## src/rtl/bcd_add_serial.sv

```systemverilog
// bcd_add_serial
//   Digit-serial packed-BCD adder/subtractor. One BCD digit is processed per
//   clock, least-significant digit first. Operands enter through a
//   valid/ready handshake. The result is held in DONE until the consumer
//   accepts it.
//
// Parameters
//   DIGITS  BCD digits per operand/result (1..16)
//   CNT_W   digit counter width, 2**CNT_W >= DIGITS
//
// Ports
//   in_clk        clock, rising edge
//   in_rst_n      asynchronous active-low reset
//   in_valid      operand set valid
//   out_ready     block can accept operands (IDLE only)
//   in_a, in_b    packed BCD operands
//   in_cin        add: carry-in, sub: borrow-in
//   in_sub        0: A+B+cin, 1: A-B-bin
//   out_valid     result valid, held until in_res_ready
//   in_res_ready  consumer accepts result
//   out_x         packed BCD result (all 4'hF digits when out_err)
//   out_cout      add: decimal carry-out, sub: 1 = no borrow
//   out_err       an input digit was > 9 (sticky for the operation)
module bcd_add_serial #(
  parameter int DIGITS = 4,
  parameter int CNT_W  = 4
) (
  input  logic                  in_clk,
  input  logic                  in_rst_n,
  input  logic                  in_valid,
  output logic                  out_ready,
  input  logic [4*DIGITS-1:0]   in_a,
  input  logic [4*DIGITS-1:0]   in_b,
  input  logic                  in_cin,
  input  logic                  in_sub,
  output logic                  out_valid,
  input  logic                  in_res_ready,
  output logic [4*DIGITS-1:0]   out_x,
  output logic                  out_cout,
  output logic                  out_err
);

  localparam int W = 4 * DIGITS;
  localparam logic [CNT_W-1:0] LAST = CNT_W'(DIGITS - 1);

  typedef enum logic [1:0] {
    S_IDLE,
    S_RUN,
    S_DONE
  } state_t;

  state_t           state;
  logic [W-1:0]     a_q;
  logic [W-1:0]     b_q;
  logic             sub_q;
  logic             carry;
  logic [CNT_W-1:0] cnt;
  logic [W-1:0]     x_q;
  logic             cout_q;
  logic             err_q;
  logic             valid_q;
  logic             ready_q;

  logic [3:0] a_dig;
  logic [3:0] b_dig;
  logic [3:0] b_eff;
  logic [4:0] sum;
  logic       dig_bad;
  logic       err_next;

  // Digit select is a compare-mux over constant slices so the counter never
  // drives a variable-width part-select.
  always_comb begin
    a_dig = '0;
    b_dig = '0;
    for (int unsigned i = 0; i < DIGITS; i++) begin
      if (cnt == CNT_W'(i)) begin
        a_dig = a_q[4*i +: 4];
        b_dig = b_q[4*i +: 4];
      end
    end
    // Subtraction adds the nine's complement; the initial carry of ~bin
    // completes the ten's complement.
    b_eff    = sub_q ? (4'd9 - b_dig) : b_dig;
    sum      = {1'b0, a_dig} + {1'b0, b_eff} + {4'b0000, carry};
    if (sum > 5'd9) begin
      sum = sum + 5'd6;
    end
    dig_bad  = (a_dig > 4'd9) || (b_dig > 4'd9);
    err_next = err_q | dig_bad;
  end

  always_ff @(posedge in_clk or negedge in_rst_n) begin
    if (!in_rst_n) begin
      state   <= S_IDLE;
      a_q     <= '0;
      b_q     <= '0;
      sub_q   <= 1'b0;
      carry   <= 1'b0;
      cnt     <= '0;
      x_q     <= '0;
      cout_q  <= 1'b0;
      err_q   <= 1'b0;
      valid_q <= 1'b0;
      ready_q <= 1'b1;
    end else begin
      case (state)
        S_IDLE: begin
          if (in_valid) begin
            a_q     <= in_a;
            b_q     <= in_b;
            sub_q   <= in_sub;
            carry   <= in_sub ? ~in_cin : in_cin;
            cnt     <= '0;
            err_q   <= 1'b0;
            ready_q <= 1'b0;
            state   <= S_RUN;
          end
        end
        S_RUN: begin
          for (int unsigned i = 0; i < DIGITS; i++) begin
            if (cnt == CNT_W'(i)) begin
              x_q[4*i +: 4] <= sum[3:0];
            end
          end
          carry <= sum[4];
          err_q <= err_next;
          if (cnt == LAST) begin
            valid_q <= 1'b1;
            state   <= S_DONE;
            // Error forcing is applied on entry to DONE so the held result
            // is already the forced pattern; this overrides the digit write.
            if (err_next) begin
              x_q    <= '1;
              cout_q <= 1'b1;
            end else begin
              cout_q <= sum[4];
            end
          end else begin
            cnt <= cnt + 1'b1;
          end
        end
        S_DONE: begin
          if (in_res_ready) begin
            valid_q <= 1'b0;
            ready_q <= 1'b1;
            state   <= S_IDLE;
          end
        end
        default: begin
          valid_q <= 1'b0;
          ready_q <= 1'b1;
          state   <= S_IDLE;
        end
      endcase
    end
  end

  assign out_ready = ready_q;
  assign out_valid = valid_q;
  assign out_x     = x_q;
  assign out_cout  = cout_q;
  assign out_err   = err_q;

endmodule

```

## config.mk

```make
export PLATFORM = sky130hd
export DESIGN_NAME = bcd_add_serial
export DESIGN_NICKNAME = d
export VERILOG_FILES = /design/src/rtl/bcd_add_serial.sv
export SDC_FILE = /design/constraint.sdc
export NUM_CORES = 1
export LEC_CHECK = 0
export BUFFER_PORTS_ARGS = -buffer_cell sky130_fd_sc_hd__buf_2
export CAP_MARGIN = 20
export CORE_MARGIN = 4
export CORE_UTILIZATION = 40
export CTS_CLUSTER_SIZE = 25
export DETAILED_ROUTE_END_ITERATION = 8
export PLACE_DENSITY_LB_ADDON = 0.15
export SLEW_MARGIN = 20
export SYNTH_ARGS = -nofsm -noshare
export SYNTH_HDL_FRONTEND = slang
export SYNTH_SLANG_ARGS = --single-unit
```

## constraint.sdc

```tcl
create_clock -name in_clk -period 5.15 [get_ports in_clk]
set_input_delay 0 -clock in_clk [delete_from_list [all_inputs] [get_ports in_clk]]
set_output_delay 0 -clock in_clk [all_outputs]
set_load 0.05 [all_outputs]
```

==> impl_metrics.csv, run 1 <==
group,metric,value,unit
run_status,outcome,"completed",
routing,drt_wl_total,6847,um
synthesis,synth_top_area_share,0.4681,
synthesis,synth-seq-cells,60,
worst_setup_path,reg2regPathDepth,16,
cells_and_area,drive_gt1_frac,0.3038,
die,top_level_ports,58,
sta,fin_crit,4.149,ns
die,dieArea,9370,um^2
clock_network,h-tree-depth,3,
synthesis,yosysUniqueCellTypes,48,
worst_setup_path,cp.depth,16,
global_routing,antenna_found_initial,0,
worst_setup_path,worstSetupStartpoint,"cnt[1]$_DFFE_PN0P_",
global_routing,grt_pass1_vias,2501,
global_routing,top_usage_layer,"met2",
synthesis,yosysMostFrequentCell,"dfrtp_1",
worst_setup_path,end_kind,"register",
worst_setup_path,crit_type,"register to register",
worst_setup_path,path_buf_inv,1,
worst_setup_path,r2r_end,"out_x[5]$_DFFE_PN0P_",
synthesis,synth_cells,301,
synthesis,synth_area_leaders,"dfrtp_1 (47%), mux2_2 (11%), ha_1 (3.6%)",
clock_network,cts_setup_buffers,0,
clock_network,numCtsBuffers,9,
routing,drc_errors,0,
worst_setup_path,cpMostUsedCell,"xnor2_1",
routing,viasPerCell,5.004,
synthesis,syn_area,3154,um^2
synthesis,yosys-top-cells-count,"dfrtp_1 (59), mux2_2 (31), nand2_1 (25), nor2_1 (21), a21oi_1 (20)",
clock_network,cts_tree,"built",
synthesis,yosys.area_share.simple,0.1174,
sta,slew_violations,0,
synthesis,syn_area_per_cell,10.48,um^2
routing,postRouteAntennaNets,0,
synthesis,postSynthNetCount,350,
synthesis,synthMuxAreaShare,0.1293,
worst_setup_path,cp-start-kind,"register",
synthesis,synth_fa_ha_area_frac,0.04839,
synthesis,yosys.area.top_type,"dfrtp_1",
cells_and_area,multi_input_area,1501,um^2
routing,drtIter0Drc,121,
clock_network,root_buffer,"clkbuf_8",
synthesis,synth-xor-area-share,0.01944,
synthesis,ys_warn_count,0,
global_routing,use_met1,0.2144,
synthesis,synth_top_family_by_area,"compound AO/OA/AOI/OAI gates",
synthesis,yosysSeqAreaShare,0.4764,
global_routing,track_usage,0.1576,
global_routing,grt_overflow,0,
die,die_w,96.80,um
synthesis,synth_flop_cell,"dfrtp_1",
sta,fin_skew,0.007848,ns
sta,finalSetupViolations,0,
placed_design,placed_cell_area,3496,um^2
worst_setup_path,required,5.34,ns
min_path,min_path_type,"input port to register",
routing,vias,2487,
synthesis,synth-edff-count,0,
worst_setup_path,rr_startpoint,"cnt[1]$_DFFE_PN0P_",
sta,fin_ws,1.001,ns
clock_network,clk_path_buf_depth,2,
clock_network,clock-sinks,60,
worst_setup_path,path_max_fanout,18,
die,start_util,0.4103,
worst_setup_path,crit_chain,"inv_1 > ha_1 > nand2_1 > a21oi_1 > a21oi_1 > o21ai_1 > nand2_1 > xnor2_1 > fa_1 > fa_1 > xnor2_1 > ha_1 > mux2_2 > o21a_1 > xnor2_1 > a32oi_1",
global_routing,grtUsageMet3,0.04758,
worst_setup_path,cpMaxStageDelayCell,"ha_1",
placed_design,port_buffers,57,
die,fp-row-count,32,
cells_and_area,design_area,4048,um^2
global_routing,grt_start_max_net_pins,61,
placed_design,place_ws,1.013,ns
worst_setup_path,crit_arrival,4.33,ns
global_routing,grt_pass1_wl,12140,um
worst_setup_path,endpoint,"out_x[5]$_DFFE_PN0P_",
sta,rsz0062_at_grt,"no",
synthesis,synthArstFlopShare,1.000,
sta,max_freq,241.0,MHz
synthesis,synth_compound_area_frac,0.1591,
routing,wire_per_inst,13.78,um
cells_and_area,diodes,0,
placed_design,routabilityCongestion,0.7731,
sta,timing.slew.headroom,0.3261,
cells_and_area,nNetsFinal,439,
placed_design,post-dp-hpwl,4879,um
routing,drt_first_pass_iters,4,
cells_and_area,area_growth,28.32,%
cells_and_area,seqCellArea,1503,um^2
worst_setup_path,cp_top_family,"adder cells",
sta,final_hold_viol_count,0,
job,drv_cap,0,
sta,finalSetupTns,0,ns
clock_network,post_cts_resized,0,
clock_network,clk_transition_reported_paths,0.07,ns
sta,worstMarginPinSlew,1.008,ns
clock_network,clkLatencyLatePin,0.34,ns
sta,finalCritPeriodShare,0.8056,
cells_and_area,n_fill_cell,719,
worst_setup_path,cpPeakStageDelay,0.54,ns
clock_network,hold_buffers,36,
global_routing,use_met2,0.2404,
worst_setup_path,r2r_slack,1.00,ns
die,die_y,96.80,um
die,coreArea,7687,um^2
tightest hold or removal path, delay by kind of cell:
family	cells	cell delay [ns]
AO/OA/AOI/OAI	2	0.15
buffers and inverters	1	0.09
XOR/XNOR	1	0.06
AND/OR/NAND/NOR	1	0.06
registers in the layout (all words and copies together), names as in the netlist, 2 cells and up:
signal,cells
a_q,16
state,2
out_x,16
cnt,4
b_q,16
stage by stage:
| stage | cells | util | hold slack, ns |
|---|---|---|---|
| CTS | 497 | 0.5265 | 0.04814 |
| global route | 497 | 0.5265 | 0.06839 |
| floorplan | 301 | - | -0.2956 |
| global placement | 445 | 0.4548 | 0.2071 |
| finish | 497 | 0.5265 | 0.06029 |
| detailed placement | 445 | 0.4548 | 0.2083 |
layout by cell type, fill, tap and decap left out, types with 4 or more instances in the layout:
master | synthesis | routed
dfrtp_1 | 59 | 59
buf_2 | 6 | 57
dlygate4sd3_1 | 0 | 36
mux2_2 | 31 | 31
nand2_1 | 25 | 25
a21oi_1 | 20 | 20
nor2_1 | 21 | 20
inv_1 | 17 | 17
o21ai_1 | 16 | 16
a32oi_1 | 10 | 10
ha_1 | 9 | 9
clkbuf_8 | 0 | 9
nor3_1 | 8 | 8
nor2b_1 | 6 | 6
o21ai_0 | 6 | 6
a31oi_1 | 6 | 6
xnor2_1 | 4 | 4
cell families after synthesis:
group                    count (synthesis)
multiplexers                            36
buffers and inverters                   35
XOR/XNOR                                 7
adder cells (fa/ha/maj)                 11
flip-flops                              60
AO/OA/AOI/OAI                           74
AND/OR/NAND/NOR                         78
worst min path at each step:
stage | to | start | cells after the start | slack [ns]
finish | carry$_DFFE_PN0P_ | in_cin | 5 | 0.06
global route | carry$_DFFE_PN0P_ | in_cin | 5 | 0.07
CTS | carry$_DFFE_PN0P_ | in_cin | 5 | 0.05
detailed placement | out_x[12]$_DFFE_PN0P_ | in_rst_n | 2 | 0.21
global placement | out_cout$_DFFE_PN0P_ | in_rst_n | 2 | 0.21
floorplan | a_q[0]$_DFFE_PN0P_ | in_rst_n | 0 | -0.30
final cells by class:
class                           instances  area share
Tap cell                              102     0.03153
Inverter                               19     0.01762
Clock buffer                            9     0.03060
Multi-Input combinational cell        206      0.3709
Sequential cell                        60      0.3713
Clock inverter                          7     0.01669
Timing Repair Buffer                   94      0.1614
metal layers:
| metal | routed length, um | share of wire |
|---|---|---|
| met5 | 0 | 0 |
| met1 | 3265 | 0.48 |
| met4 | 88 | 0.013 |
| met2 | 3145 | 0.46 |
| met3 | 347 | 0.051 |
Power of run 1 is not shown: default switching activity piles up to over one toggle a cycle in this logic, so the estimate is an artifact.
==> run 2, diff against run 1 <==
clock period = 3.72 ns   (was 5.15 ns; I/O delays follow)
==> impl_metrics.csv, run 2 (synthesis results as in run 1) <==
group,metric,value,unit
run_status,outcome,"completed",
die,die_y,96.80,um
cells_and_area,diodes,0,
placed_design,routabilityCongestion,0.7751,
sta,finalSetupViolations,0,
global_routing,grt_overflow,0,
clock_network,numCtsBuffers,9,
worst_setup_path,required,3.97,ns
global_routing,track_usage,0.1654,
routing,postRouteAntennaNets,0,
worst_setup_path,cp-start-kind,"register",
sta,fin_ws,0.09906,ns
sta,max_freq,276.2,MHz
clock_network,clkLatencyLatePin,0.33,ns
sta,fin_crit,3.621,ns
die,start_util,0.4103,
routing,met2WireLength,3632,um
placed_design,post-dp-hpwl,5146,um
clock_network,clk_path_buf_depth,2,
die,fp-row-count,32,
sta,final_hold_viol_count,0,
clock_network,clock-sinks,60,
die,die_w,96.80,um
worst_setup_path,end_kind,"register",
routing,drt_wl_total,7439,um
cells_and_area,area_growth,35.94,%
global_routing,grt_pass1_vias,2606,
routing,drt_first_pass_iters,4,
sta,hold_slack,0.06526,ns
sta,timing.slew.headroom,0.3126,
sta,slew_violations,0,
cells_and_area,drive_gt1_frac,0.3689,
sta,finalSetupTns,0,ns
worst_setup_path,crit_arrival,3.87,ns
die,top_level_ports,58,
cells_and_area,final_cell_mix,"dfrtp_1 (59), buf_2 (57), dlygate4sd3_1 (36)",
die,dieArea,9370,um^2
die,coreArea,7687,um^2
clock_network,clk_transition_reported_paths,0.07,ns
sta,worstMarginPinSlew,1.029,ns
job,drv_cap,0,
routing,drc_errors,0,
routing,wl_met3,263,um
routing,dr.max_layer_used,"met4",
routing,vias,2571,
worst_setup_path,path_max_fanout,4,
global_routing,grt_start_max_net_pins,61,
cells_and_area,nNetsFinal,456,
sta,fin_skew,0.008188,ns
cells_and_area,postLayoutCoreUtil,0.5578,
routing,drtIter0Drc,72,
routing,wire_per_inst,14.47,um
placed_design,place_ws,0.03852,ns
placed_design,port_buffers,57,
routing,viasPerCell,5.002,
sta,finalCritPeriodShare,0.9734,
global_routing,grt_pass1_wl,12700,um
clock_network,root_buffer,"clkbuf_8",
routing,wl_met1,3397,um
clock_network,h-tree-depth,3,
cells_and_area,final_common_cell,"dfrtp_1",
clock_network,cts_tree,"built",
min_path,min_path_type,"input port to register",
sta,rsz0062_at_grt,"yes",
global_routing,antenna_found_initial,0,
worst_setup_path,crit_type,"register to register",
run 2: repair_timing:
item                       CTS  global route
resized for setup            0            21
hold endpoints to repair    96             0
buffers inserted             0             8
hold buffers                36             0
setup endpoints to repair    0             8
run 2: metal layers:
metal / up-vias / track usage
met2: 45 / 0.2712
li1: 1280 / -
met1: 1234 / 0.2123
met4: 0 / 0.05940
met3: 12 / 0.04037
met5: - / 0
run 2: cell type report:
cell class	count	area [um^2]
clock inverter	5	52.55
multi-input combinational	206	1622
tap	102	127.6
sequential	60	1503
clock buffer	11	131.4
fill	697	3400
inverter	19	71.32
timing repair buffer	111	780.7
run 2: critical path: stages (launching register included):
cell	delay [ns]
dfrtp_1	0.44
inv_2	0.15
ha_4	0.16
nand3b_1	0.09
a21oi_2	0.13
a21oi_1	0.04
o21ai_1	0.13
nand2_1	0.11
xnor2_2	0.17
fa_2	0.36
fa_2	0.40
xnor2_4	0.18
and2_4	0.17
mux2_2	0.26
o21a_1	0.20
mux2_4	0.35
a32oi_1	0.18
run 2: through the flow:
step / cell area (um^2) / instances
after detailed placement: 3568 / 454
after global routing: 4288 / 514
after global placement: 3568 / 454
final: 4288 / 514
after CTS: 4113 / 506
after floorplan: 3159 / 301
run 2: final timing paths:
kind,slack [ns],endpoint,cells past startpoint,start
max in group asynchronous,2.87,out_err$_DFFE_PN0P_,3,in_rst_n
setup reg to reg,0.1,out_x[2]$_DFFE_PN0P_,16,cnt[0]$_DFFE_PN0P_
hold / removal,0.07,carry$_DFFE_PN0P_,5,in_cin
min in group asynchronous,0.36,b_q[15]$_DFFE_PN0P_,3,in_rst_n
hold reg to reg,0.51,out_valid$_DFFE_PN0P_,2,out_valid$_DFFE_PN0P_
setup / recovery,0.1,out_x[2]$_DFFE_PN0P_,16,cnt[0]$_DFFE_PN0P_
Power of run 2 is left out for the same reason.
==> run 3, diff against run 2 <==
CTS_BUF_LIST = sky130_fd_sc_hd__clkbuf_4 sky130_fd_sc_hd__clkbuf_8 sky130_fd_sc_hd__clkbuf_16   (was unset)
SLEW_MARGIN = 10   (was 20)
==> impl_metrics.csv, run 3 (synthesis results as in run 1) <==
group,metric,value,unit
run_status,outcome,"completed",
cells_and_area,drive_gt1_frac,0.3738,
sta,slew_violations,0,
worst_setup_path,cpMostUsedCell,"fa_2",
worst_setup_path,crit_type,"register to register",
routing,vias,2581,
worst_setup_path,path_max_fanout,4,
die,start_util,0.4103,
global_routing,grt_pass1_vias,2601,
clock_network,clk_transition_reported_paths,0.07,ns
worst_setup_path,crit_chain,"inv_2 > ha_4 > nand3b_1 > a21oi_2 > a21oi_1 > o21ai_1 > nand2_1 > xnor2_2 > fa_2 > fa_2 > xnor2_4 > and2_4 > mux2_2 > o21a_1 > mux2_4 > a32oi_1",
worst_setup_path,crit_arrival,3.87,ns
worst_setup_path,end_kind,"register",
sta,finalCritPeriodShare,0.9728,
placed_design,port_buffers,57,
cells_and_area,diodes,0,
clock_network,cts_tree,"built",
clock_network,clkLatencyLatePin,0.34,ns
cells_and_area,final_cells,514,
cells_and_area,area_growth,36.18,%
routing,wire_per_inst,14.45,um
die,fp-row-count,32,
global_routing,grt_start_max_net_pins,61,
routing,drt_wl_total,7428,um
routing,postRouteAntennaNets,0,
worst_setup_path,required,3.97,ns
worst_setup_path,cpMaxStageDelayCell,"dfrtp_1",
sta,finalSetupViolations,0,
clock_network,h-tree-depth,3,
global_routing,grt_overflow,0,
sta,final_hold_viol_count,0,
sta,fin_skew,0.008593,ns
worst_setup_path,cp-start-kind,"register",
sta,worstMarginPinSlew,1.029,ns
sta,rsz0062_at_grt,"yes",
clock_network,clk_path_buf_depth,2,
job,drv_cap,0,
global_routing,track_usage,0.1652,
clock_network,numCtsBuffers,9,
cells_and_area,final_common_cell,"dfrtp_1",
cells_and_area,seqCellArea,1503,um^2
cells_and_area,final_cell_mix,"dfrtp_1 (59), buf_2 (57), dlygate4sd3_1 (36)",
placed_design,routabilityCongestion,0.7751,
routing,drc_errors,0,
min_path,min_path_type,"input port to register",
die,coreArea,7687,um^2
sta,fin_crit,3.619,ns
cells_and_area,nNetsFinal,456,
worst_setup_path,cp_top_family,"adder cells",
die,die_y,96.80,um
global_routing,antenna_found_initial,0,
die,top_level_ports,58,
cells_and_area,postLayoutCoreUtil,0.5588,
routing,drtIter0Drc,77,
global_routing,grt_pass1_wl,12680,um
cells_and_area,multi_input_area,1622,um^2
cells_and_area,n_fill_cell,692,
routing,drt_first_pass_iters,4,
die,dieArea,9370,um^2
clock_network,clock-sinks,60,
sta,timing.slew.headroom,0.3124,
worst_setup_path,path_buf_inv,1,
sta,max_freq,276.3,MHz
die,die_w,96.80,um
placed_design,dpl.cell_count,454,
sta,hold_slack,0.06531,ns
clock_network,root_buffer,"clkbuf_8",
routing,viasPerCell,5.021,
placed_design,post-dp-hpwl,5146,um
worst_setup_path,cpPeakStageDelay,0.44,ns
## run 3: cell counts in the layout (fill, tap and decap cells not counted)
No cell type changed its count.
## run 3: final cells by class
cell class,instances,area share
multi-input cells,206,0.3775
repair buffers,111,0.1818
well taps,102,0.02971
flip-flops and latches,60,0.3498
clock buffers,11,0.03233
inverters,19,0.01660
clock inverters,5,0.01223
## run 3: through the flow
stage / instance area (um^2) / setup TNS [ns] / setup WS, ns
final: 4295 / 0 / 0.1012
after global routing: 4295 / -0.2005 / -0.05580
after CTS: 4120 / 0 / 0.03321
after detailed placement: 3568 / 0 / 0.03852
after global placement: 3568 / 0 / 0.1446
after floorplan: 3159 / 0 / 0.04028
## run 3: final timing paths
check / start / to / slack, ns / cells past startpoint
worst max-delay path: cnt[0]$_DFFE_PN0P_ / out_x[10]$_DFFE_PN0P_ / 0.10 / 16
worst min-delay path: in_cin / carry$_DFFE_PN0P_ / 0.07 / 5
worst max register to register: cnt[0]$_DFFE_PN0P_ / out_x[10]$_DFFE_PN0P_ / 0.10 / 16
worst min register to register: out_valid$_DFFE_PN0P_ / out_valid$_DFFE_PN0P_ / 0.51 / 2
max in group asynchronous: in_rst_n / out_err$_DFFE_PN0P_ / 2.87 / 3
min in group asynchronous: in_rst_n / b_q[15]$_DFFE_PN0P_ / 0.36 / 3
## run 3: routing by layer
layer	GRT usage	wire length (um)	vias up
met5	0	0	-
met4	0.05940	146	0
met3	0.04037	284	12
met2	0.2707	3615	49
met1	0.2123	3382	1239
li1	-	-	1281
## run 3: worst register-to-register path: stages (launching register included)
cell	delay, ns
dfrtp_1	0.44
inv_2	0.15
ha_4	0.16
nand3b_1	0.09
a21oi_2	0.13
a21oi_1	0.04
o21ai_1	0.13
nand2_1	0.11
xnor2_2	0.17
fa_2	0.36
fa_2	0.40
xnor2_4	0.18
and2_4	0.17
mux2_2	0.26
o21a_1	0.20
mux2_4	0.35
a32oi_1	0.19
## run 3: timing repair
action                                  4_1_cts  5_1_grt
hold buffers                                 36        0
hold endpoints to repair                     96        0
gates resized for setup                       0       21
buffers inserted                              0        8
endpoints found under the setup margin        0        8
Power of run 3 is left out for the same reason.
